<file path="config.mk">
export PLATFORM = sky130hd
export DESIGN_NAME = gcd_client_src
export DESIGN_NICKNAME = d
export VERILOG_FILES = /design/src/rtl/gcd_client_pkg.sv /design/src/rtl/gcd_client_lfsr.sv /design/src/rtl/gcd_client_src.sv
export SDC_FILE = /design/constraint.sdc
export NUM_CORES = 1
export LEC_CHECK = 0
export ABC_AREA = 1
export CORE_ASPECT_RATIO = 1.1
export CORE_MARGIN = 2
export CORE_UTILIZATION = 52
export DETAILED_ROUTE_END_ITERATION = 8
export GPL_TIMING_DRIVEN = 0
export PLACE_DENSITY = 0.82
export SLEW_MARGIN = 20
export SYNTH_ARGS = -nofsm -noshare
export SYNTH_HDL_FRONTEND = slang
export SYNTH_SLANG_ARGS = --single-unit
</file>
<file path="constraint.sdc">
create_clock -name clk -period 3.5 [get_ports clk]
set_input_delay 1.05 -clock clk [delete_from_list [all_inputs] [get_ports clk]]
set_output_delay 1.05 -clock clk [all_outputs]
set_load 0.005 [all_outputs]
</file>
<file path="src/rtl/gcd_client_pkg.sv">
`default_nettype none
// =============================================================================
// gcd_client_pkg : shared state type, LFSR step and message field slices
// Rev 1.0
// =============================================================================
package gcd_client_pkg;

   typedef enum logic [1:0] {
      IDLE = 2'd0,
      RUN  = 2'd1,
      DONE = 2'd2
   } state_e;

   localparam logic [15:0] LFSR_POLY = 16'hB400;

   localparam int FIELD_W       = 16;
   localparam int CMD_COUNT_LSB = 16;
   localparam int CMD_SEED_LSB  = 0;
   localparam int REQ_A_LSB     = 16;
   localparam int REQ_B_LSB     = 0;

   // One step of the 16-bit Galois LFSR.
   function automatic logic [15:0] lfsr_next(input logic [15:0] l);
      return (l >> 1) ^ (l[0] ? LFSR_POLY : 16'h0000);
   endfunction

endpackage
`default_nettype wire

</file>
<file path="src/rtl/gcd_client_lfsr.sv">
`default_nettype none
// =============================================================================
// gcd_client_lfsr : operand generator; exposes the current value and its successor
// Rev 1.0
// =============================================================================
module gcd_client_lfsr
   import gcd_client_pkg::*;
(
   input  logic        clk,
   input  logic        reset,
   input  logic        load,
   input  logic [15:0] seed,
   input  logic        advance,
   output logic [15:0] cur,
   output logic [15:0] nxt
);

   logic [15:0] lfsr_q;
   logic [15:0] lfsr_d;

   assign cur = lfsr_q;
   assign nxt = lfsr_next(lfsr_q);

   // Each request consumes two LFSR steps (a and b), and the all-zero lock-up
   // state is never allowed in as a seed.
   always_comb begin
      lfsr_d = lfsr_q;
      if (load) begin
         lfsr_d = (seed == 16'h0000) ? 16'h0001 : seed;
      end else if (advance) begin
         lfsr_d = lfsr_next(nxt);
      end
   end

   always_ff @(posedge clk) begin
      if (reset) begin
         lfsr_q <= 16'h0000;
      end else begin
         lfsr_q <= lfsr_d;
      end
   end

endmodule
`default_nettype wire

</file>
<file path="src/rtl/gcd_client_src.sv">
`default_nettype none
// =============================================================================
// gcd_client_src : GCD request source with bounded in-flight count and response checksum
// Optional: define GCD_CLIENT_SRC_CYCLES_EN to add the done_cycles RUN-cycle counter.
// Rev 1.0
// =============================================================================
module gcd_client_src
   import gcd_client_pkg::*;
#(
   parameter int MAX_INFLIGHT = 2
) (
   input  logic        clk,
   input  logic        reset,
   input  logic        cmd_val,
   output logic        cmd_rdy,
   input  logic [31:0] cmd_msg,
   output logic        req_val,
   input  logic        req_rdy,
   output logic [31:0] req_msg,
   input  logic        resp_val,
   output logic        resp_rdy,
   input  logic [15:0] resp_msg,
`ifdef GCD_CLIENT_SRC_CYCLES_EN
   output logic [31:0] done_cycles,
`endif
   output logic        done_val,
   input  logic        done_rdy,
   output logic [31:0] done_msg
);

   localparam int             IW      = $clog2(MAX_INFLIGHT + 1);
   localparam logic [IW-1:0]  MAX_INF = IW'(MAX_INFLIGHT);

   state_e         state_q,    state_d;
   logic [15:0]    count_q,    count_d;
   logic [15:0]    sent_q,     sent_d;
   logic [15:0]    recvd_q,    recvd_d;
   logic [IW-1:0]  inflight_q, inflight_d;
   logic [31:0]    sum_q,      sum_d;

   logic           cmd_fire;
   logic           req_fire;
   logic           resp_fire;
   logic           done_fire;
   logic [15:0]    cmd_count;
   logic [15:0]    lfsr_cur;
   logic [15:0]    lfsr_nxt;

   assign cmd_count = cmd_msg[CMD_COUNT_LSB +: FIELD_W];

   assign cmd_rdy  = (state_q == IDLE);
   assign req_val  = (state_q == RUN) && (sent_q < count_q) && (inflight_q < MAX_INF);
   assign resp_rdy = (state_q == RUN) && (inflight_q != '0);
   assign done_val = (state_q == DONE);
   assign done_msg = sum_q;
   assign req_msg  = {lfsr_cur, lfsr_nxt};

   assign cmd_fire  = cmd_val  && cmd_rdy;
   assign req_fire  = req_val  && req_rdy;
   assign resp_fire = resp_val && resp_rdy;
   assign done_fire = done_val && done_rdy;

   gcd_client_lfsr u_lfsr (
      .clk     (clk),
      .reset   (reset),
      .load    (cmd_fire),
      .seed    (cmd_msg[CMD_SEED_LSB +: FIELD_W]),
      .advance (req_fire),
      .cur     (lfsr_cur),
      .nxt     (lfsr_nxt)
   );

   always_comb begin
      state_d    = state_q;
      count_d    = count_q;
      sent_d     = sent_q;
      recvd_d    = recvd_q;
      inflight_d = inflight_q;
      sum_d      = sum_q;
      case (state_q)
         IDLE: begin
            if (cmd_fire) begin
               count_d    = cmd_count;
               sent_d     = '0;
               recvd_d    = '0;
               inflight_d = '0;
               sum_d      = '0;
               state_d    = (cmd_count == 16'h0000) ? DONE : RUN;
            end
         end
         RUN: begin
            if (req_fire) begin
               sent_d = sent_q + 16'd1;
            end
            // A simultaneous issue and retire leaves the in-flight count as is.
            if (req_fire && !resp_fire) begin
               inflight_d = inflight_q + IW'(1);
            end else if (resp_fire && !req_fire) begin
               inflight_d = inflight_q - IW'(1);
            end
            if (resp_fire) begin
               recvd_d = recvd_q + 16'd1;
               sum_d   = sum_q + {16'h0000, resp_msg};
               if (recvd_d == count_q) begin
                  state_d = DONE;
               end
            end
         end
         DONE: begin
            if (done_fire) begin
               state_d = IDLE;
            end
         end
         default: state_d = IDLE;
      endcase
   end

   always_ff @(posedge clk) begin
      if (reset) begin
         state_q    <= IDLE;
         count_q    <= '0;
         sent_q     <= '0;
         recvd_q    <= '0;
         inflight_q <= '0;
         sum_q      <= '0;
      end else begin
         state_q    <= state_d;
         count_q    <= count_d;
         sent_q     <= sent_d;
         recvd_q    <= recvd_d;
         inflight_q <= inflight_d;
         sum_q      <= sum_d;
      end
   end

`ifdef GCD_CLIENT_SRC_CYCLES_EN
   logic [31:0] cycles_q;
   logic [31:0] cycles_d;

   always_comb begin
      cycles_d = cycles_q;
      if (cmd_fire) begin
         cycles_d = '0;
      end else if ((state_q == RUN) && (cycles_q != 32'hFFFF_FFFF)) begin
         cycles_d = cycles_q + 32'd1;
      end
   end

   always_ff @(posedge clk) begin
      if (reset) begin
         cycles_q <= '0;
      end else begin
         cycles_q <= cycles_d;
      end
   end

   assign done_cycles = cycles_q;
`endif

endmodule
`default_nettype wire

</file>
; After elaboration in Yosys (flattened, before gate mapping)
; Cells that the tools add are included.
[word_totals]
ff_bits = 100
inputBits = 54
wordCells = 70
[classes]
addsub = 5
order_cmp = 2
eq_ne = 9
mux = 23
bitwise = 2
reduce_logical = 22
[ops]
columns = operator, count
row1 = $mux W16, 8
row2 = $mux W32, 2
row3 = $pmux W16 S2, 2
row4 = $pmux W32 S2, 1
row5 = $add A16 B1 Y16 const B, 2
row6 = $add A32 B16 Y32, 1
row7 = $logic_not A16 Y1, 2
row8 = $xor A15 B16 Y16, 2
row9 = $eq A16 B16 Y1, 1
row10 = $lt A16 B16 Y1, 1
row11 = $mux W2, 8
row12 = $logic_and A1 B1 Y1, 9
row13 = $reduce_and A3 Y1, 3
row14 = $ne A2 B1 Y1 const B, 3
row15 = $pmux W2 S3, 1
row16 = $reduce_bool A2 Y1, 3
row17 = $ne A2 B2 Y1 const B, 2
row18 = $pmux W2 S2, 1
row19 = $reduce_and A4 Y1, 1
row20 = $ne A3 B1 Y1 const B, 1
row21 = $add A2 B1 Y2 const B, 1
row22 = $eq A2 B1 Y1 const B, 1
row23 = $eq A2 B2 Y1 const B, 1
row24 = $logic_not A1 Y1, 2
row25 = 4 further kinds, 4

; Longest topological paths before layout
; Gate-level depths: netlist of run 1.
[logic_depth]
ltp_word = 9
ltp_mapped = 18

; Modules after synthesis
; A second synthesis of run 1 with hierarchy kept.
[hier_totals]
hier_cells = 883
hier_area_um2 = 6025.8
[by_module_without_submodules]
columns = mod, n_inst, cells_each, area_each_um2, seq_area_each_um2
row1 = gcd_client_src, 1, 752, 5103.6, 1681.6
row2 = gcd_client_lfsr, 1, 131, 922.1, 320.3

; Least setup slack after synthesis of run 1
; No wires, ideal clock.
[synth_path]
path_kind = input port to flip-flop
start = input resp_msg[0]
end = register sum_q[14] (netlist: done_msg[14])
setup_time_ns = 0.132
arrival_time_ns = 2.834
t_required_ns = 3.368
path_slack_ns = 0.534
stages = 11
cell_sequence = ha_1 -> fa_1 -> nand3_1 -> nand2_1 -> a21oi_1 -> o21ai_1 -> a21boi_0 -> o21bai_1 -> or2_2 -> nand3_1 -> a21oi_1
[synth_via]
elab_chain_len = 3
[synth_rtl]
columns = item, line_no
row1 = from (decl), gcd_client_src.sv:22  ; input logic [15:0] resp_msg,
row2 = $add A32 B16 Y32, gcd_client_src.sv:103  ; sum_d = sum_q + {16'h0000, resp_msg};
row3 = $mux W32, gcd_client_src.sv:101  ; if (resp_fire) begin
row4 = $pmux W32 S2, gcd_client_src.sv:80  ; case (state_q)
row5 = to (signal assigned), gcd_client_src.sv:132  ; sum_q <= sum_d;
row6 = to (decl), gcd_client_src.sv:39  ; logic [31:0] sum_q, sum_d;
; Every way passes these cells. The select of a mux whose other input is x is not followed.
; A chain may end at the register's enable or synchronous reset.

; Final worst setup path of run 1
; Ends and elaborated chain as after synthesis.

==> results by group, run 1 <==
Status
  • Status: completed

Pwr
  • Power per Cell Area: 401 mW/mm²
  • Cell-internal power: 2.25 mW
  • Psw: 0.877 mW
  • Lkg Pwr: 3.04 nW
  • Reg power frac: 0.401
  • Clock share of power: 0.370
  • Peak supply drop: 0.249 mV
  • Switching Fraction: 0.280
  • Gate power share: 0.229

Global route
  • Vias in the first global route: 5,940
  • Largest net degree at the start of global routing: 16
  • Overflow after GRT: 0
  • First-pass GRT wire length: 27.7 mm
  • Antenna violations before repair: 0
  • Overall routing resource usage: 0.278

CTS
  • Hold_buf cts: 0
  • TritonCTS Sinks: 100
  • CTS Buffer Depth: 2
  • TritonCTS buffer count: 9
  • Worst-path clk slew: 0.06 ns
  • CTS root buf: clkbuf_16
  • TritonCTS clock tree: built
  • H-tree levels: 3
  • Worst skew pair latency: 0.35 ns

Die
  • Die Area: 0.0125 mm²
  • Die Span X: 107 µm
  • # IOs: 122
  • # rows: 41
  • Core footprint: 0.0114 mm²
  • Initial Utilization: 0.531
  • Die height: 117 µm

Yosys
  • Post-Syn Area: 0.00605 mm²
  • Post-synth EDFFs: 0
  • Cell variety after synth: 51
  • Synth warn: 0
  • Synth Instances: 858
  • Syn avg cell area: 7.05 µm²
  • Number of synthesized register bits: 100
  • Register area share after synthesis: 0.331
  • Yosys top cell area share: 0.331
  • Prevailing post-synth register cell: dfxtp_1
  • Synth area leader: dfxtp_1
  • Top post-synthesis cells by area: dfxtp_1, nand2_1, a21oi_1
  • Post-synth ARST share: 0
  • Syn nets: 946

Drt
  • Drc violations: 0
  • DRT Pass-1 Iters: 5
  • First DRT Iteration DRCs: 353
  • Vias per cell: 5.53
  • Vias post-DR: 6,322
  • Routed Antenna Nets: 0
  • Wirelength, routed: 17.2 mm
  • Routed len/inst: 15.1 µm

STA
  • Relative slew slack: 0.547
  • Final Max Slew Viols: 0
  • Slew @ Worst Pin: 0.680 ns
  • Crit share post-route: 0.933
  • Worst Skew: 0.00783 ns
  • RSZ-0062 raised after global routing: false
  • Fin. Hold Viols: 0
  • Fmax: 0.306 GHz
  • Finish-stage setup viols: 0
  • Tmin final: 3.26 ns

Critical path
  • Crit path cell chain: clkdlybuf4s50_1 -> ha_1 -> fa_1 -> nand3_1 -> nand2_1 -> a21oi_1 -> o21ai_1 -> a21boi_2 -> o21bai_1 -> or2_2 -> nand3_1 -> a21oi_1
  • CP max stage delay: 0.44 ns
  • Crit Path Class: in -> reg
  • Slowest CP cell: clkdlybuf4s50_1
  • Crit path max fanout: 4
  • Top delay family on crit path: compound AO/OA/AOI/OAI gates
  • CP Buf/Inv Count: 1
  • Crit path from: resp_msg[0]
  • Req. time, crit path: 3.71 ns
  • Reg-to-Reg Start: done_msg[0]
  • Critical path endpoint category: flop
  • Crit start category: primary input
  • Arr. time, crit path: 3.47 ns

Place
  • Port Buffers: 120
  • Placed cell count: 1,128
  • Placer Congestion: 0.965
  • Final HPWL DP: 13.2 mm
  • Placed Area: 0.00743 mm²

Layout
  • Multi-input logic area: 0.00347 mm²
  • Commonest non-fill, non-tap cells in the layout: nand2_1, clkdlybuf4s50_1, a21oi_1
  • FF+latch area: 0.00200 mm²
  • Number of diodes: 0
  • Most common cell after layout, fill and taps aside: nand2_1
  • Synth-to-layout area growth: 29.0%
  • Cell area after layout: 0.00780 mm²
  • Final nets: 1,078
  • Filler Cells Inserted: 1,005
  • Fin cells: 1,144
  • Fraction of layout cells with a size suffix above 1: 0.0795

Worst hold path
  • Min-Delay Path Class: reg -> reg
  • Worst hold start: done_msg[31]

Job
  • Max_cap viols: 0
-- timing repair --
action | 4_1_cts | 5_1_grt
setup buffers | 0 | 1
setup endpoints to repair | 0 | 5
resized for setup | 0 | 6
-- path summary, 6_finish.rpt --
check / slack, ns / to / cells after the start
max: 0.24 / done_msg[14] / 12
min: 0.47 / done_msg[31] / 2
max reg2reg: 1.07 / done_msg[14] / 11
min reg2reg: 0.47 / done_msg[31] / 2
-- routing by layer --
metal	global-route usage	routed length [µm]
met5	0	0
met4	0.123	532
met3	0.0415	1130
met2	0.513	8500
met1	0.320	7080
-- cell type report --
class | count | share of cell area
Inverter | 91 | 0.0444
Tap cell | 150 | 0.0241
Clock inverter | 4 | 0.0125
Timing Repair Buffer | 121 | 0.155
Multi-Input combinational cell | 626 | 0.445
Clock buffer | 11 | 0.0311
Buffer | 41 | 0.0303
Sequential cell | 100 | 0.257
-- synthesized netlist by cell type, types with 2 or more instances --
| master | number |
|---|---|
| inv_2 | 2 |
| or2_2 | 9 |
| o22ai_1 | 3 |
| nand2_1 | 174 |
| dfxtp_1 | 100 |
| nor2_2 | 5 |
| nand4_1 | 16 |
| a311oi_1 | 6 |
| ha_1 | 33 |
| nand2_4 | 2 |
| buf_6 | 2 |
| o21ai_0 | 66 |
| inv_1 | 87 |
| xnor2_1 | 4 |
| o21ai_1 | 4 |
| a21oi_1 | 102 |
| nor3_1 | 20 |
| clkbuf_1 | 18 |
| a211oi_1 | 4 |
| nand3_2 | 2 |
| nor3_2 | 3 |
| buf_2 | 2 |
| inv_4 | 2 |
| nor2_1 | 71 |
| buf_4 | 14 |
| nor4_1 | 9 |
| nand3_1 | 34 |
| o211a_1 | 2 |
| nor2_4 | 3 |
| xor2_1 | 21 |
| nand2_2 | 5 |
| a31oi_1 | 7 |
| o21bai_1 | 5 |
| nand3_4 | 2 |
| buf_1 | 3 |
-- tightest hold or removal path, cell delays in order, from the launching register on --
cell	delay [ns]
dfxtp_1	0.31
inv_1	0.06
a21oi_1	0.06
-- cell families (layout without fill, tap and decap cells) --
kind of cell    Yosys count  after routing  synth area share
fa+ha+maj                34             34            0.0716
simple gates            358            358             0.271
buf+inv                 132            268            0.0964
xor+xnor                 26             26            0.0389
flops                   100            100             0.331
compound gates          208            208             0.191
-- flip-flops by register name, indices dropped and copies added (netlist names) --
signal,cells
inflight_q,2
state_q,2
done_msg,32
sent_q,16
count_q,16
u_lfsr.cur,16
recvd_q,16
-- power groups by stage --
stage	clock network (mW)	logic, mW	registers, mW
floorplan	0	0.391	1.27
global placement	0	0.698	1.28
detailed placement	0	0.704	1.28
CTS	1.15	0.713	1.25
global route	1.20	0.785	1.26
finish	1.16	0.716	1.26
-- stage by stage --
stage / setup WS [ns] / hold WS [ns] / util / TNS (ns) / power, mW
after detailed placement: -0.287 / 0.469 / 0.653 / -0.723 / 1.98
final: 0.236 / 0.473 / 0.685 / 0 / 3.13
after global routing: 0.0139 / 0.507 / 0.685 / 0 / 3.24
after floorplan: 0.534 / 0.455 / - / 0 / 1.66
after global placement: -0.264 / 0.452 / 0.653 / -0.556 / 1.98
after CTS: 0.0340 / 0.479 / 0.683 / 0 / 3.12
No activity file was read; power rests on OpenSTA's default activity.
==> run 2: changes to the inputs <==
--- a/config.mk
+++ b/config.mk
@@ -9,6 +9,7 @@
 export CORE_ASPECT_RATIO = 1.1
 export CORE_MARGIN = 2
 export CORE_UTILIZATION = 52
+export CTS_CLUSTER_SIZE = 14
 export DETAILED_ROUTE_END_ITERATION = 8
 export GPL_TIMING_DRIVEN = 0
 export PLACE_DENSITY = 0.82
==> results of run 2 <==
No change in the layout: final DEF, timing and power equal those of run 1.
==> run 3: changes to the inputs <==
--- a/config.mk
+++ b/config.mk
@@ -8,11 +8,11 @@
 export ABC_AREA = 1
 export CORE_ASPECT_RATIO = 1.1
 export CORE_MARGIN = 2
-export CORE_UTILIZATION = 52
-export CTS_CLUSTER_SIZE = 14
+export CORE_UTILIZATION = 47
+export CTS_CLUSTER_SIZE = 24
 export DETAILED_ROUTE_END_ITERATION = 8
 export GPL_TIMING_DRIVEN = 0
-export PLACE_DENSITY = 0.82
+export PLACE_DENSITY = 0.78
 export SLEW_MARGIN = 20
 export SYNTH_ARGS = -nofsm -noshare
 export SYNTH_HDL_FRONTEND = slang
==> constraint.sdc (replaced) <==
create_clock -name clk -period 2.7 [get_ports clk]
set_input_delay 0.81 -clock clk [delete_from_list [all_inputs] [get_ports clk]]
set_output_delay 0.81 -clock clk [all_outputs]
set_load 0.005 [all_outputs]
==> run 3 against run 2 <==
Compared with the run above: non-clock buffer count up 8; clock power up 10%; via count down 0.90%; register-to-register slack worse by 0.67 ns; cell count up 1.4%; total power up 25%; first-iteration DRC count unchanged; combinational power up 38%; clock skew up 0.0010 ns; global-route usage down 2.4 points; critical path type is now reg -> out.
==> results by group, run 3 (synthesized netlist as in run 1, its figures left out) <==
Status
  • Status: completed

Layout
  • Number of diodes: 0
  • Largest register FFs: 32
  • Multi-input logic area: 0.00372 mm²
  • Most common cell after layout, fill and taps aside: nand2_1
  • Fin cells: 1,160
  • FF+latch area: 0.00201 mm²
  • Synth-to-layout area growth: 33.5%
  • Filler Cells Inserted: 1,141
  • Final Core Density: 0.641
  • Cell area after layout: 0.00807 mm²
  • Fraction of layout cells with a size suffix above 1: 0.141
  • Final nets: 1,086
  • Commonest non-fill, non-tap cells in the layout: nand2_1, clkdlybuf4s50_1, a21oi_1

CTS
  • H-tree levels: 3
  • Worst skew pair latency: 0.35 ns
  • TritonCTS Sinks: 100
  • TritonCTS buffer count: 9
  • CTS Buffer Depth: 2
  • CTS root buf: clkbuf_16
  • TritonCTS clock tree: built
  • Worst-path clk slew: 0.08 ns

STA
  • Crit share post-route: 0.970
  • Final Max Slew Viols: 0
  • Slew @ Worst Pin: 0.717 ns
  • Worst Skew: 0.00884 ns
  • Tmin final: 2.62 ns
  • Relative slew slack: 0.522
  • Fin. Hold Viols: 0
  • Fmax: 0.382 GHz
  • RSZ-0062 raised after global routing: true
  • Final hold slack: 0.475 ns
  • Finish-stage setup viols: 0

Drt
  • DRT Pass-1 Iters: 5
  • Routed Antenna Nets: 0
  • First DRT Iteration DRCs: 353
  • Wirelength, routed: 18.0 mm
  • Routed len/inst: 15.6 µm
  • Vias post-DR: 6,265
  • Drc violations: 0
  • Vias per cell: 5.40

Place
  • Placer Congestion: 0.902
  • Port Buffers: 120
  • Placed Area: 0.00744 mm²
  • Final HPWL DP: 13.3 mm
  • Placed cell count: 1,135

Die
  • # IOs: 122
  • Die Area: 0.0138 mm²
  • Die height: 123 µm
  • # rows: 43
  • Core footprint: 0.0126 mm²
  • Die Span X: 112 µm
  • Initial Utilization: 0.480

Global route
  • Overflow after GRT: 0
  • Vias in the first global route: 5,885
  • First-pass GRT wire length: 28.1 mm
  • Largest net degree at the start of global routing: 18
  • Antenna violations before repair: 0
  • Overall routing resource usage: 0.253

Critical path
  • Reg-to-Reg Start: count_q[7]
  • Arr. time, crit path: 1.81 ns
  • Crit start category: flop
  • CP max stage delay: 0.32 ns
  • Crit path max fanout: 3
  • Critical path endpoint category: output port
  • Crit Path Class: reg -> out
  • Slowest CP cell: dfxtp_1
  • Req. time, crit path: 1.89 ns
  • Crit path cell chain: inv_1 -> ha_4 -> nand4_1 -> nand3_2 -> a31oi_4 -> nand2_2 -> inv_2 -> buf_6
  • Crit path from: count_q[14]

Pwr
  • Power per Cell Area: 484 mW/mm²
  • Peak supply drop: 0.352 mV
  • Overall power: 3.91 mW
  • Lkg Pwr: 3.06 nW

Worst hold path
  • Min-Delay Path Class: reg -> reg
  • Worst hold start: count_q[1]

Job
  • Max_cap viols: 0
[run 3: cell count changes in the layout (fill, tap and decap cells not counted), moves of 7 or more]
cell and change:
ha_4 +12, buf_4 +9, a21oi_1 -8, inv_2 +9, ha_1 -15, inv_1 -9
a21oi_2 +7
[run 3: path summary, 6_finish.rpt]
check | endpoint | slack, ns | depth (start not counted)
hold / removal | count_q[1] | 0.47 | 2
hold reg to reg | count_q[1] | 0.47 | 2
setup / recovery | req_val | 0.08 | 8
setup reg to reg | sent_q[6] | 0.40 | 17
[run 3: critical path: cells and delay by family, from the launching register on]
kind	cells	cell delay, ns
compound gates	1	0.22
fa+ha+maj	1	0.26
buf+inv	3	0.37
simple gates	3	0.30
flops	1	0.32
[run 3: through the flow]
stage / setup WS, ns / TNS [ns]
floorplan: 0.0586 / 0
global placement: -0.682 / -11.74
detailed placement: -0.700 / -12.81
CTS: -0.0444 / -0.0444
global route: -0.0472 / -0.0702
finish: 0.0816 / 0
[run 3: layout make-up]
type / count / share of cell area
sequential: 100 / 0.249
clock buffer: 11 / 0.0301
inverter: 91 / 0.0429
tap: 157 / 0.0243
multi-input combinational: 626 / 0.461
clock inverter: 5 / 0.00527
timing repair buffer: 130 / 0.158
buffer: 40 / 0.0291
[run 3: what timing repair did]
item / in CTS / in global routing
resized for setup: 28 / 44
setup endpoints to repair: 15 / 28
hold buffers: 0 / 0
pin swaps: 18 / 20
buffers inserted: 8 / 2
[run 3: layer usage]
metal / routed length, µm / track usage / part of all wire
met3: 1290 / 0.0520 / 0.071
met5: 0 / 0 / 0
met1: 7320 / 0.294 / 0.41
met2: 8840 / 0.448 / 0.49
met4: 601 / 0.121 / 0.033
[run 3: power breakdown]
| group | switching [mW] | leakage (nW) | total [mW] | internal (mW) |
|---|---|---|---|---|
| Combinational | 0.517 | 2.11 | 0.990 | 0.473 |
| Clock | 0.619 | 0.137 | 1.28 | 0.662 |
| Sequential | 0.0812 | 0.817 | 1.64 | 1.55 |
==> RTL change 1: new RTL, flow settings as in run 2 <==
Add a define of `GCD_CLIENT_SRC_CYCLES_EN`.
--- a/src/rtl/gcd_client_src.sv
+++ b/src/rtl/gcd_client_src.sv
@@ -5,4 +5,6 @@
 // Rev 1.0
 // =============================================================================
+`define GCD_CLIENT_SRC_CYCLES_EN
+
 module gcd_client_src
    import gcd_client_pkg::*;
Check against the original RTL (old outputs only; new: done_cycles): equivalent (Yosys induction, for registers that start in step).
==> RTL change 1 against run 2 <==
  * Setup slack worse by 27 ps
  * Wire length is 32% higher
  * Sequential cell count up 32
  * Final area grew 31%
  * Sequential share of layout area rose by 0.15 points
  * Hold slack got worse by 1.5 ps
  * Synthesized area grew 29%
  * Power up 36%
  * Critical endpoint unchanged
  * Largest power group is now clock
==> RTL change 1: results (changes against run 2) <==
- Adder-Cell Fraction of Synth Area: 5.70% (-1.5 points)
- Sequential element share of the synthesized area: 33.8% (+0.70 points)
- Outcome: finished, final reports clean
- Grt met1 use: 33.8% (+1.9 points)
- Gr usage total: 28.6% (+0.83 points)
- M1 WL: 9440 µm (+33%)
- Largest net degree at the start of global routing: 17 (+1)
- HP Class: reg2reg
- Met2 Use GR: 50.0% (-1.3 points)
- WL per Instance: 15.1 µm (+0.26%)
- Share of cells above drive strength 1: 7.99% (+0.043 points)
- VDD IR-drop max: 0.000309 V (+24%)
- Hpwl dp: 16900 µm (+28%)
- Met3 Use GR: 5.56% (+1.4 points)
- DR iter-0 viols: 589 (+67%)
- Final setup skew: 9.25 ps (+1.41 ps)
- Via density: 5.56 (+0.54%)
- Num CTS Buffers: 17 (+8)
- Syn Nets: 1218 (+29%)
- Clock Latency Late Sink: 430 ps (+80 ps)
- Vias in the first global route: 7895 (+33%)
- RD Place Congestion: 0.935 (-3.1%)
- R2r setup slk: 950 ps (-120 ps)
- Top Family by Delay on Critical Path: simple AND/OR/NAND/NOR gates
- Count of input and output buffers: 152 (+27%)
- Synth unique cells: 53 (+3.9%)
- Hold Slack: 472 ps (-1.51 ps)
- Post-Synth XOR/XNOR Area: 4.37% (+0.48 points)
- Worst r2r path cells: 13 (+2)
- Slew headroom: 55.5% (+0.82 points)
- Nets: 1390 (+29%)
- Post-synthesis compound-gate area fraction: 16.7% (-2.5 points)
- Top cells by count, synth: 247 x nand2_1, 132 x dfxtp_1, 122 x a21oi_1, 115 x inv_1, 100 x nor2_1
- Met3 wire len: 1380 µm (+21%)
- Met2 WL: 11300 µm (+33%)
- First-pass GRT wire length: 37000 µm (+34%)
- Pwr/cell area: 417 mW/mm² (+3.9%)
- Filler instances: 1228 (+22%)
- WP data arrival: 3590 ps (+120 ps)
- Htree depth: 4 (+1)
-- RTL change 1: changes by cell type in the layout (fill, tap and decap cells not counted), sizes merged, moves of 12 or more --
| cell | delta |
|---|---|
| clkdlybuf4s50 | +32 |
| nand3 | +18 |
| nand4 | +14 |
| nor3 | +13 |
| nand2 | +72 |
| inv | +33 |
| clkbuf | +12 |
| a21oi | +21 |
| dfxtp | +32 |
| nor2 | +30 |
-- RTL change 1: metrics by stage --
stage / std cells / total power (W) / utilization (%) / worst slack, ps / cell area [µm²]
5_1_grt: 1510 / 0.00441 / 68.7 / 84.7 / 10200
4_1_cts: 1510 / 0.00427 / 68.7 / 15.7 / 10200
6_report: 1510 / 0.00427 / 68.7 / 209 / 10200
3_3_place_gp: 1477 / 0.00234 / 64.4 / -151 / 9580
3_5_place_dp: 1477 / 0.00235 / 64.4 / -195 / 9580
2_1_floorplan: 1129 / 0.00204 / - / 561 / 7820
-- RTL change 1: final cells by class --
| class | instances | area share, % |
|---|---|---|
| multi-input combinational | 827 | 43.6 |
| timing repair buffer | 153 | 15.0 |
| sequential | 132 | 25.8 |
| inverter | 125 | 4.61 |
| clock inverter | 13 | 1.76 |
| clock buffer | 19 | 4.43 |
| buffer | 45 | 2.41 |
| tap | 196 | 2.40 |
-- RTL change 1: power breakdown --
| part | switching (W) | internal (W) | total [W] |
|---|---|---|---|
| clock network | 0.000699 | 0.00123 | 0.00192 |
| logic | 0.000405 | 0.000321 | 0.000726 |
| registers | 0.0000509 | 0.00156 | 0.00162 |
-- RTL change 1: repair_timing --
action                                  4_1_cts  5_1_grt
pin swaps                                     1        3
endpoints found under the setup margin        1        1
gates resized for setup                       1        3
setup buffers                                 1        0
==> RTL change 2: new RTL, settings of run 2 <==
Without the edit above. The 3 states of `state_e` get a one-hot encoding in 3 bits.
--- a/src/rtl/gcd_client_pkg.sv
+++ b/src/rtl/gcd_client_pkg.sv
@@ -6,8 +6,8 @@
 package gcd_client_pkg;
 
-   typedef enum logic [1:0] {
-      IDLE = 2'd0,
-      RUN  = 2'd1,
-      DONE = 2'd2
+   typedef enum logic [2:0] {
+      IDLE = 3'b001,
+      RUN  = 3'b010,
+      DONE = 3'b100
    } state_e;
 
Formal check against the unedited RTL: same outputs for any inputs over 4 cycles, from zero or initial values and one cycle with reset high; so few cycles prove little.
==> RTL change 2 against run 2 <==
  * Count of clock-buffer cells in the layout shrank 2
  * Die area grew 4.2%
  * Sequential cell count grew 1
  * Power grew 18%
  * Setup slack lost 7.1 ps
  * Hold slack lost 6.9 ps
  * Clock skew grew 4.0 ps
  * Final cell count grew 4.0%
  * Global-route usage shrank 0.31 points
  * Wire length grew 1.9%
  * Synthesized area grew 4.4%
  * Sequential power grew 9%
  * Final area grew 2.7%
  * Non-clock buffer count is the same
  * Critical path type unchanged
  * Highest routed layer unchanged
==> RTL change 2: results (changes against run 2) <==
- Synth unique cells: 53 (+3.9%)
- CLK BUF: 9 (-2)
- Inverters: 97 (+6.6%)
- RD Place Congestion: 0.927 (-3.9%)
- Clk pwr share: 28.6% (-8.4 points)
- Pre-antenna DRT Iters: 7 (+2)
- Met2 Use GR: 46.7% (-4.6 points)
- Place WS: -229 ps (+58.1 ps)
- Seq power: 0.00137 W (+9%)
- Nets: 1119 (+3.8%)
- Synthesized area per cell: 7.01 µm² (-0.48%)
- Switching Share: 34.6% (+6.5 points)
- Most common cell after layout, fill and taps aside: nand2_1
- Leakage: 3.08 nW (+1.3%)
- Crit path to: done_msg[28]
- WP data arrival: 3530 ps (+60 ps)
- Non-Clock Buffer Area Fraction: 18.3% (-0.31 points)
- Slew @ Worst Pin: 774 ps (+94.0 ps)
- Finished Core Util: 67.2% (-1.3 points)
- Hpwl dp: 13200 µm (-0.11%)
- Worst path max stage delay: 500 ps (+60 ps)
- Minimum clock period: 3270 ps (+7.11 ps)
- Clock-cell share of area: 3.86% (-0.51 points)
- Seq area share: 25.2% (-0.45 points)
- Via count: 6488 (+2.6%)
- Ys flop type: dfxtp_1
- DP Area: 0.00770 mm² (+3.6%)
- Filler instances: 1027 (+2.2%)
- Outcome: finished, final reports clean
- Flops & latches, synth: 101 (+1.0%)
- Worst r2r path cells: 13 (+2)
- WL per Instance: 14.8 µm (-2.0%)
- Area of the multi-input gates: 0.00366 mm² (+5.3%)
- Ranking of synthesized cells by area: dfxtp_1 32%, nand2_1 12%, a21oi_1 7.9%
- Hold Slack: 467 ps (-6.85 ps)
- Largest net degree at the start of global routing: 19 (+3)
- Final setup skew: 11.8 ps (+4.01 ps)
- Gr usage total: 27.5% (-0.31 points)
- Cells after Synth: 900 (+4.9%)
- First-pass GRT wire length: 28400 µm (+2.4%)
- DR iter-0 viols: 365 (+3.4%)
- Pwr/cell area: 460 mW/mm² (+15%)
- Met3 wire len: 1090 µm (-3.9%)
- Max FFs per register: 32 (unchanged)
- CP max FO: 8 (+4)
- Share of cells above drive strength 1: 8.59% (+0.64 points)
- VDD IR-drop max: 0.000309 V (+24%)
- Grt met1 use: 34.1% (+2.1 points)
- Top cells by count, synth: 210 x nand2_1, 101 x dfxtp_1, 100 x a21oi_1, 90 x inv_1, 77 x nor2_1
- M1 WL: 7410 µm (+4.8%)
- Met2 WL: 8500 µm (about the same)
- Met3 Use GR: 3.97% (-0.19 points)
- Sequential element share of the synthesized area: 32.0% (-1.1 points)
- #MultiIn Comb: 660 (+5.4%)
[RTL change 2: changes by cell type after synthesis, moves of 4 or more]
| cell | run 2 | this run |
|---|---|---|
| nand2_1 | 174 | 210 |
| a311oi_2 | 0 | 8 |
| a311oi_1 | 6 | 0 |
| nor2_1 | 71 | 77 |
| nor3_1 | 20 | 14 |
| nand3_2 | 2 | 7 |
| o21ai_0 | 66 | 61 |
| nor4_1 | 9 | 13 |
[RTL change 2: kinds of logic (layout without fill, tap and decap cells)]
logic type                 Yosys count  after routing  synth area share, %
DFF                                101            101                 32.0
adders and majority gates           34             34                 6.86
AOI/OAI and AO/OA                  205            205                 19.5
buffers and inverters              139            275                 10.0
and+or+nand+nor                    396            396                 28.1
xor gates and xnor gates            25             25                 3.47
[RTL change 2: timing repair]
action,4_1_cts,5_1_grt
setup endpoints to repair,1,4
resized for setup,1,2
hold buffers,0,0
